## src/rtl/cpu_pkg.sv

```systemverilog
// Shared definitions for the 8-bit pipeline: fetch FSM encoding and the
// reserved imem vector addresses / NOP encoding used by IF, IF/ID and hazard logic.
package cpu_pkg;

   typedef enum logic [1:0] {
      BOOT    = 2'd0,
      RUN     = 2'd1,
      INT_VEC = 2'd2
   } fetch_state_t;

   localparam logic [7:0] NOP_INSTR      = 8'h00;
   localparam logic [7:0] RESET_VEC_ADDR = 8'h00;
   localparam logic [7:0] INT_VEC_ADDR   = 8'h01;

endpackage

```

## src/rtl/pc_next_sel.sv

```systemverilog
// Next-PC priority mux for the RUN state: redirect > interrupt entry > stall > increment.
module pc_next_sel
   import cpu_pkg::*;
(
   input  logic [7:0] pc,
   input  logic       stall,
   input  logic       redirect_valid,
   input  logic [7:0] redirect_target,
   input  logic       int_req,
   output logic [7:0] pc_next,
   output logic       take_int
);

   always_comb begin
      // NOTE: every output gets a default first so no path leaves it unassigned (no latch).
      pc_next  = pc + 8'd1;
      take_int = 1'b0;
      if (redirect_valid) begin
         pc_next = redirect_target;
      end else if (int_req && !stall) begin
         // PC is reloaded from the vector in INT_VEC, so holding here is harmless
         take_int = 1'b1;
         pc_next  = pc;
      end else if (stall) begin
         pc_next = pc;
      end
   end

endmodule

```

## src/rtl/instr_fetch_unit.sv

```systemverilog
// Fetch stage: owns the PC, boots through the reset vector, follows EX redirects,
// honours stalls and enters interrupt handlers through a vector fetch.
module instr_fetch_unit #(
   parameter logic [7:0] RESET_VEC_ADDR = cpu_pkg::RESET_VEC_ADDR,
   parameter logic [7:0] INT_VEC_ADDR   = cpu_pkg::INT_VEC_ADDR,
   parameter logic [7:0] NOP_INSTR      = cpu_pkg::NOP_INSTR
) (
   input  logic       clk,
   input  logic       rst,
   output logic [7:0] imem_addr,
   input  logic [7:0] imem_data,
   input  logic       stall,
   input  logic       redirect_valid,
   input  logic [7:0] redirect_target,
   input  logic       int_req,
   output logic       int_ack,
   output logic [7:0] int_return_pc,
   output logic [7:0] if_instruction,
   output logic [7:0] if_pc,
   output logic [7:0] if_pc_plus_1,
   output logic       if_valid
);

   import cpu_pkg::*;

   fetch_state_t state, state_next;
   logic [7:0]   pc, pc_d;
   logic [7:0]   saved_pc;
   logic         save_pc;
   logic [7:0]   run_pc_next;
   logic         take_int;

   pc_next_sel u_pc_next_sel (
      .pc              (pc),
      .stall           (stall),
      .redirect_valid  (redirect_valid),
      .redirect_target (redirect_target),
      .int_req         (int_req),
      .pc_next         (run_pc_next),
      .take_int        (take_int)
   );

   always_ff @(posedge clk or posedge rst) begin
      // NOTE: state registers use non-blocking assignments so all update together at the edge.
      if (rst) begin
         state    <= BOOT;
         pc       <= 8'h00;
         saved_pc <= 8'h00;
      end else begin
         state <= state_next;
         pc    <= pc_d;
         if (save_pc) begin
            saved_pc <= pc;
         end
      end
   end

   always_comb begin
      state_next     = state;
      pc_d           = pc;
      save_pc        = 1'b0;
      imem_addr      = pc;
      int_ack        = 1'b0;
      if_instruction = NOP_INSTR;
      if_pc          = 8'h00;
      if_pc_plus_1   = 8'h00;
      if_valid       = 1'b0;
      unique case (state)
         BOOT: begin
            imem_addr  = RESET_VEC_ADDR;
            pc_d       = imem_data;
            state_next = RUN;
         end
         RUN: begin
            imem_addr    = pc;
            if_pc        = pc;
            if_pc_plus_1 = pc + 8'd1;
            pc_d         = run_pc_next;
            if (take_int) begin
               save_pc    = 1'b1;
               state_next = INT_VEC;
            end else begin
               if_instruction = imem_data;
               if_valid       = 1'b1;
            end
         end
         INT_VEC: begin
            imem_addr  = INT_VEC_ADDR;
            int_ack    = 1'b1;
            pc_d       = imem_data;
            state_next = RUN;
         end
         default: begin
            state_next = BOOT;
         end
      endcase
   end

   assign int_return_pc = saved_pc;

endmodule

```

## config.mk

```make
export PLATFORM = sky130hd
export DESIGN_NAME = instr_fetch_unit
export DESIGN_NICKNAME = d
export VERILOG_FILES = /design/src/rtl/cpu_pkg.sv /design/src/rtl/pc_next_sel.sv /design/src/rtl/instr_fetch_unit.sv
export SDC_FILE = /design/constraint.sdc
export NUM_CORES = 1
export LEC_CHECK = 0
export ABC_AREA = 1
export CAP_MARGIN = 20
export CORE_UTILIZATION = 28
export CTS_BUF_LIST = sky130_fd_sc_hd__clkbuf_8
export DETAILED_ROUTE_END_ITERATION = 10
export PLACE_DENSITY = 0.66
export SETUP_SLACK_MARGIN = 0.1
export SLEW_MARGIN = 10
export SYNTH_ARGS = -nofsm -noshare
export SYNTH_HDL_FRONTEND = slang
export SYNTH_SLANG_ARGS = --single-unit
```

## constraint.sdc

```tcl
create_clock -name clk -period 1.4 [get_ports clk]
set_input_delay 0.28 -clock clk [delete_from_list [all_inputs] [get_ports clk]]
set_output_delay 0.28 -clock clk [all_outputs]
set_load 0.05 [all_outputs]
```

After elaboration in Yosys (flattened, before gate mapping)
Index checks and enable logic that the tools add are counted.
{"block": "word_totals", "reg_bits": 18, "inputBits": 21, "output_inout_bits": 42, "wordCells": 33}
{"block": "op_classes", "eq_ne": 5, "n_mux": 18, "n_reduce_logical": 6, "addsub": 1}
{"op": "8-bit 2-to-1 mux", "count": 7}
{"op": "8-bit one-hot mux with 2 select lines", "count": 2}
{"op": "8-bit by 1-bit adder with 8-bit output, second input constant", "count": 1}
{"op": "1-bit 2-to-1 mux", "count": 7}
{"op": "3-bit != test, second input constant", "count": 2}
{"op": "2-bit one-hot mux with 2 select lines", "count": 1}
{"op": "3-bit AND reduction", "count": 1}
{"op": "2-bit by 1-bit == test with 1-bit output, second input constant", "count": 1}
{"op": "2-bit == test, second input constant", "count": 1}
{"op": "2-bit logical NOT", "count": 1}
{"op": "2-bit 2-to-1 mux", "count": 1}
{"op": "2-bit != test, second input constant", "count": 1}
{"op": "2-bit nonzero test", "count": 1}
{"op": "2-bit OR reduction", "count": 1}
{"op": "1-bit logical AND", "count": 1}
{"op": "1-bit logical NOT", "count": 1}

Longest topological paths before layout
Gate-level depths: netlist of the first run.
{"block": "depth", "depth_word": 6, "mapped_depth": 8, "ltp_nobuf": 8}

Hierarchy
From an unflattened synthesis of the first run, not the netlist that was laid out.
{"block": "unflattened", "hier_cells": 213, "hier_area_um2": 1398.8}
{"module": "instr_fetch_unit", "cells_each": 151, "seq_area_each_um2": 450.4, "n_inst": 1, "area_each_um2": 1073.5}
{"module": "pc_next_sel", "cells_each": 62, "seq_area_each_um2": 0.0, "n_inst": 1, "area_each_um2": 325.3}

Least setup slack after synthesis of the first run
No wires, ideal clock.
{"block": "synth_path", "path_kind": "register to output", "startpoint": "register state[0]", "endpoint": "output port imem_addr[0]", "path_stages_with_launch": 4, "n_path_buf": 2, "path_slack_ns": -0.629, "arrival_time_ns": 1.749, "required_time_ns": 1.120, "cell_sequence": "dfrtp_1 > buf_4 > buf_6 > o21ai_0"}
{"block": "synth_between", "elab_chain_len": 2, "elab_cells_between_ends": 3, "classes_between": "1 x eq/ne; 1 x mux; 1 x reduce/logical"}
{"item": "start, declared", "line_no": "instr_fetch_unit.sv:26", "text": "fetch_state_t state, state_next;"}
{"item": "start signal, assigned", "line_no": "instr_fetch_unit.sv:50", "text": "state <= state_next;"}
{"item": "2-bit == test or 2-bit logical NOT (tied branches)", "line_no": "instr_fetch_unit.sv:68", "text": "unique case (state)"}
{"item": "8-bit one-hot mux with 2 select lines *", "line_no": "instr_fetch_unit.sv:68"}
{"item": "end, declared", "line_no": "instr_fetch_unit.sv:10", "text": "output logic [7:0] imem_addr,"}
Mark *: on every way between the ends. The rest lies on a longest branch, timed or not.

Worst setup path in the final report of the first run
{"block": "layout_path", "startpoint": "register pc[5]", "endpoint": "output port if_pc_plus_1[6]"}
{"block": "layout_between", "elab_chain_len": 2}
{"item": "start, declared", "line_no": "instr_fetch_unit.sv:27", "text": "logic [7:0] pc, pc_d;"}
{"item": "start signal, assigned", "line_no": "instr_fetch_unit.sv:51", "text": "pc <= pc_d;"}
{"item": "8-bit by 1-bit adder with 8-bit output", "line_no": "instr_fetch_unit.sv:77", "text": "if_pc_plus_1 = pc + 8'd1;"}
{"item": "8-bit 2-to-1 mux", "line_no": "instr_fetch_unit.sv:68"}
{"item": "end, declared", "line_no": "instr_fetch_unit.sv:20", "text": "output logic [7:0] if_pc_plus_1,"}
Every way passes these cells.

==> flow_summary.yaml, run 1 <==
placed_design:
  place_congestion: 0.849
  dp_cells: 319
  dp_hpwl_um: 3300
  port_buffers: 62
clock_network:
  cts_buffers: 3
  insertion_delay_ps: 270
  cts_tree: "built"
  clockBufferDepth: 2
  cts_root_buf: "clkbuf_8"
  clk_pin_slew_ps: 80
  clock_sinks: 18
  cts_max_level: 1
route:
  drc_errors: 0
  antenna_left: 0
  drtIter0Drc: 65
  totalWireLength_um: 5410
  first_pass_iters: 4
  vias: 1666
  vias_per_cell: 4.91
  post_drt_wl_per_cell_um: 15.9
timing:
  slew_viol_final: 0
  setup_tns_ps: -7370
  hold_viol_final: 0
  timing.final.ws_setup_ps: -461
  max_clock_freq_ghz: 0.537
  tightest_slew_ps: 349
  period_needed_ps: 1860
  rsz0062_at_grt: "yes"
  relSlewSlack_pct: 76.7
  skew_ps: 4.74
  post-route-period-util_pct: 133
  setup_viol: 35
worst_setup_path:
  critPathTopFamily: "flip-flops"
  worstSetupPathType: "register to output pin"
  critical_path.max_stage_delay_ps: 550
  worstPathArrival_ps: 1580
  crit_chain: "nand2_1 -> nor2_4 -> nand2_2 -> a21oi_4 -> buf_12"
  cp-start-kind: "register"
  required_ps: 1120
  path_buf_inv: 1
  critPathCaptureType: "output pin"
  slowest_stage: "dfrtp_1"
  path_max_fanout: 5
cells_and_area:
  stdcell_count: 339
  area_delta_synth_final_pct: 152
  diodes: 0
  final_nets: 310
  fillers: 271
  drive_above_1_share_pct: 61.0
floorplan:
  num_rows: 24
  die_h_um: 70.2
  ios: 63
  dieArea_um2: 4930
  core_region_area_um2: 4410
  fp.dieW_um: 70.2
  start_util_pct: 29.5
global_routing:
  grtUsageTotal_pct: 20.4
  grt_antenna_before_repair: 0
  grt.overflow.total: 0
  grt_start_max_net_pins: 19
  grt_pass1_wl_um: 7880
  grt_pass1_vias: 1669
yosys:
  yosysTopAreaCell: "dfrtp_1"
  synth.area.top_cells: "dfrtp_1, nand2_1, nor2_1"
  syn-instance-count: 186
  synthesis.nets: 208
  synth-edff-count: 0
  netlist.area_leader.share_pct: 34.6
  syn_area_per_cell_um2: 7.00
  async_flop_share_pct: 100
  synth_flop_cell: "dfrtp_1"
  synthTopCellsByCount: "nand2_1, nor2_1, inv_1"
  ys_types: 27
  ys_ff_latch: 18
  ys_warn_count: 0
  seq_area_frac_synth_pct: 34.6
  yosysMostFrequentCell: "nand2_1"
  netlist_area_um2: 1300
status:
  violations: "setup timing"
  outcome: "complete, but fails checks"
run:
  maxCapViolCount: 0
hold_path:
  hold_class: "input pin to async pin"
-- logic make-up after synthesis --
kind of cell / synth area share, %
AO/OA/AOI/OAI: 15.5
buffers and inverters: 14.4
adder cells (fa/ha/maj): 0.960
flip-flops: 34.6
AND/OR/NAND/NOR: 34.6
-- placed cells by master (no fill, tap or decap), types with 3 or more instances in the layout --
cell | Yosys | layout
o21ai_2 | 7 | 9
buf_12 | 0 | 44
nor2_1 | 34 | 10
nand2_8 | 1 | 10
dfrtp_2 | 0 | 6
buf_6 | 3 | 7
inv_2 | 2 | 8
nand2_1 | 47 | 34
a22oi_1 | 6 | 5
inv_4 | 1 | 3
buf_4 | 1 | 27
dfrtp_1 | 18 | 12
inv_1 | 30 | 17
nand3_1 | 9 | 5
clkdlybuf4s50_1 | 0 | 17
a21oi_4 | 0 | 4
dlygate4sd2_1 | 0 | 3
nand2_2 | 3 | 5
nand3_2 | 0 | 3
nand2_4 | 2 | 6
clkbuf_8 | 0 | 4
nor2_4 | 0 | 23
-- path summary, 6_finish.rpt --
path / startpoint / to / slack [ps] / cells past startpoint
max: pc[5] / if_pc_plus_1[6] / -460 / 5
min reg2reg: int_return_pc[0] / int_return_pc[0] / 550 / 2
min: rst / int_return_pc[1] / 340 / 3
min in group clk: int_return_pc[0] / int_return_pc[0] / 550 / 2
max reg2reg: pc[5] / pc[6] / -10 / 5
max in group asynchronous: rst / pc[4] / 840 / 3
-- final cells by class --
class                   instances  area [um2]  share of cell area [%]
multi-input cells             130        1140                    34.7
well taps                      52        65.1                    1.98
repair buffers                100        1390                    42.3
inverters                      35         176                    5.38
clock buffers                   4        55.1                    1.68
flip-flops and latches         18         458                    14.0
-- per-layer routing --
| metal | GRT usage, % | up-vias | routed length (um) |
|---|---|---|---|
| li1 | - | 791 | - |
| met1 | 23.4 | 804 | 2120 |
| met2 | 35.9 | 59 | 2930 |
| met3 | 3.03 | 12 | 215 |
| met4 | 12.0 | 0 | 133 |
| met5 | 0 | - | 0 |
-- stage by stage --
stage | cell area [um2] | util (%) | setup WS (ps) | hold WS (ps)
2_1_floorplan | 1520 | - | -86.1 | 219
3_3_place_gp | 2740 | 62.1 | -423 | 530
3_5_place_dp | 2740 | 62.1 | -442 | 533
4_1_cts | 3070 | 69.5 | -350 | 369
5_1_grt | 3280 | 74.3 | -491 | 364
6_report | 3280 | 74.3 | -461 | 340
-- worst min-delay path, delay by kind of cell --
family / cells / cell delay [ps]
buffers and inverters: 3 / 720
-- flip-flops by register name, summed over array words and instances, names as in the netlist --
| register | cells |
|---|---|
| state | 2 |
| pc | 8 |
| int_return_pc | 8 |
-- repair_timing --
| action | 4_1_cts | 5_1_grt |
|---|---|---|
| pin swaps | 20 | 16 |
| hold buffers | 0 | 0 |
| buffers inserted | 11 | 4 |
| endpoints found under the hold margin | 0 | 0 |
| setup endpoints to repair | 42 | 42 |
| resized for setup | 56 | 38 |
| gates cloned | 1 | 1 |
Power of run 1 is left out: the tool's default activity adds up to more than one toggle a clock period on the data nets, which glitch-free logic cannot reach.
==> run 2: changes to the inputs <==
- ABC_CLOCK_PERIOD_IN_PS: not set -> 1400
==> results of run 2 <==
Same layout as run 1: the final DEF is identical, and so are final timing and power.
Power of run 2 is left out for the same reason.
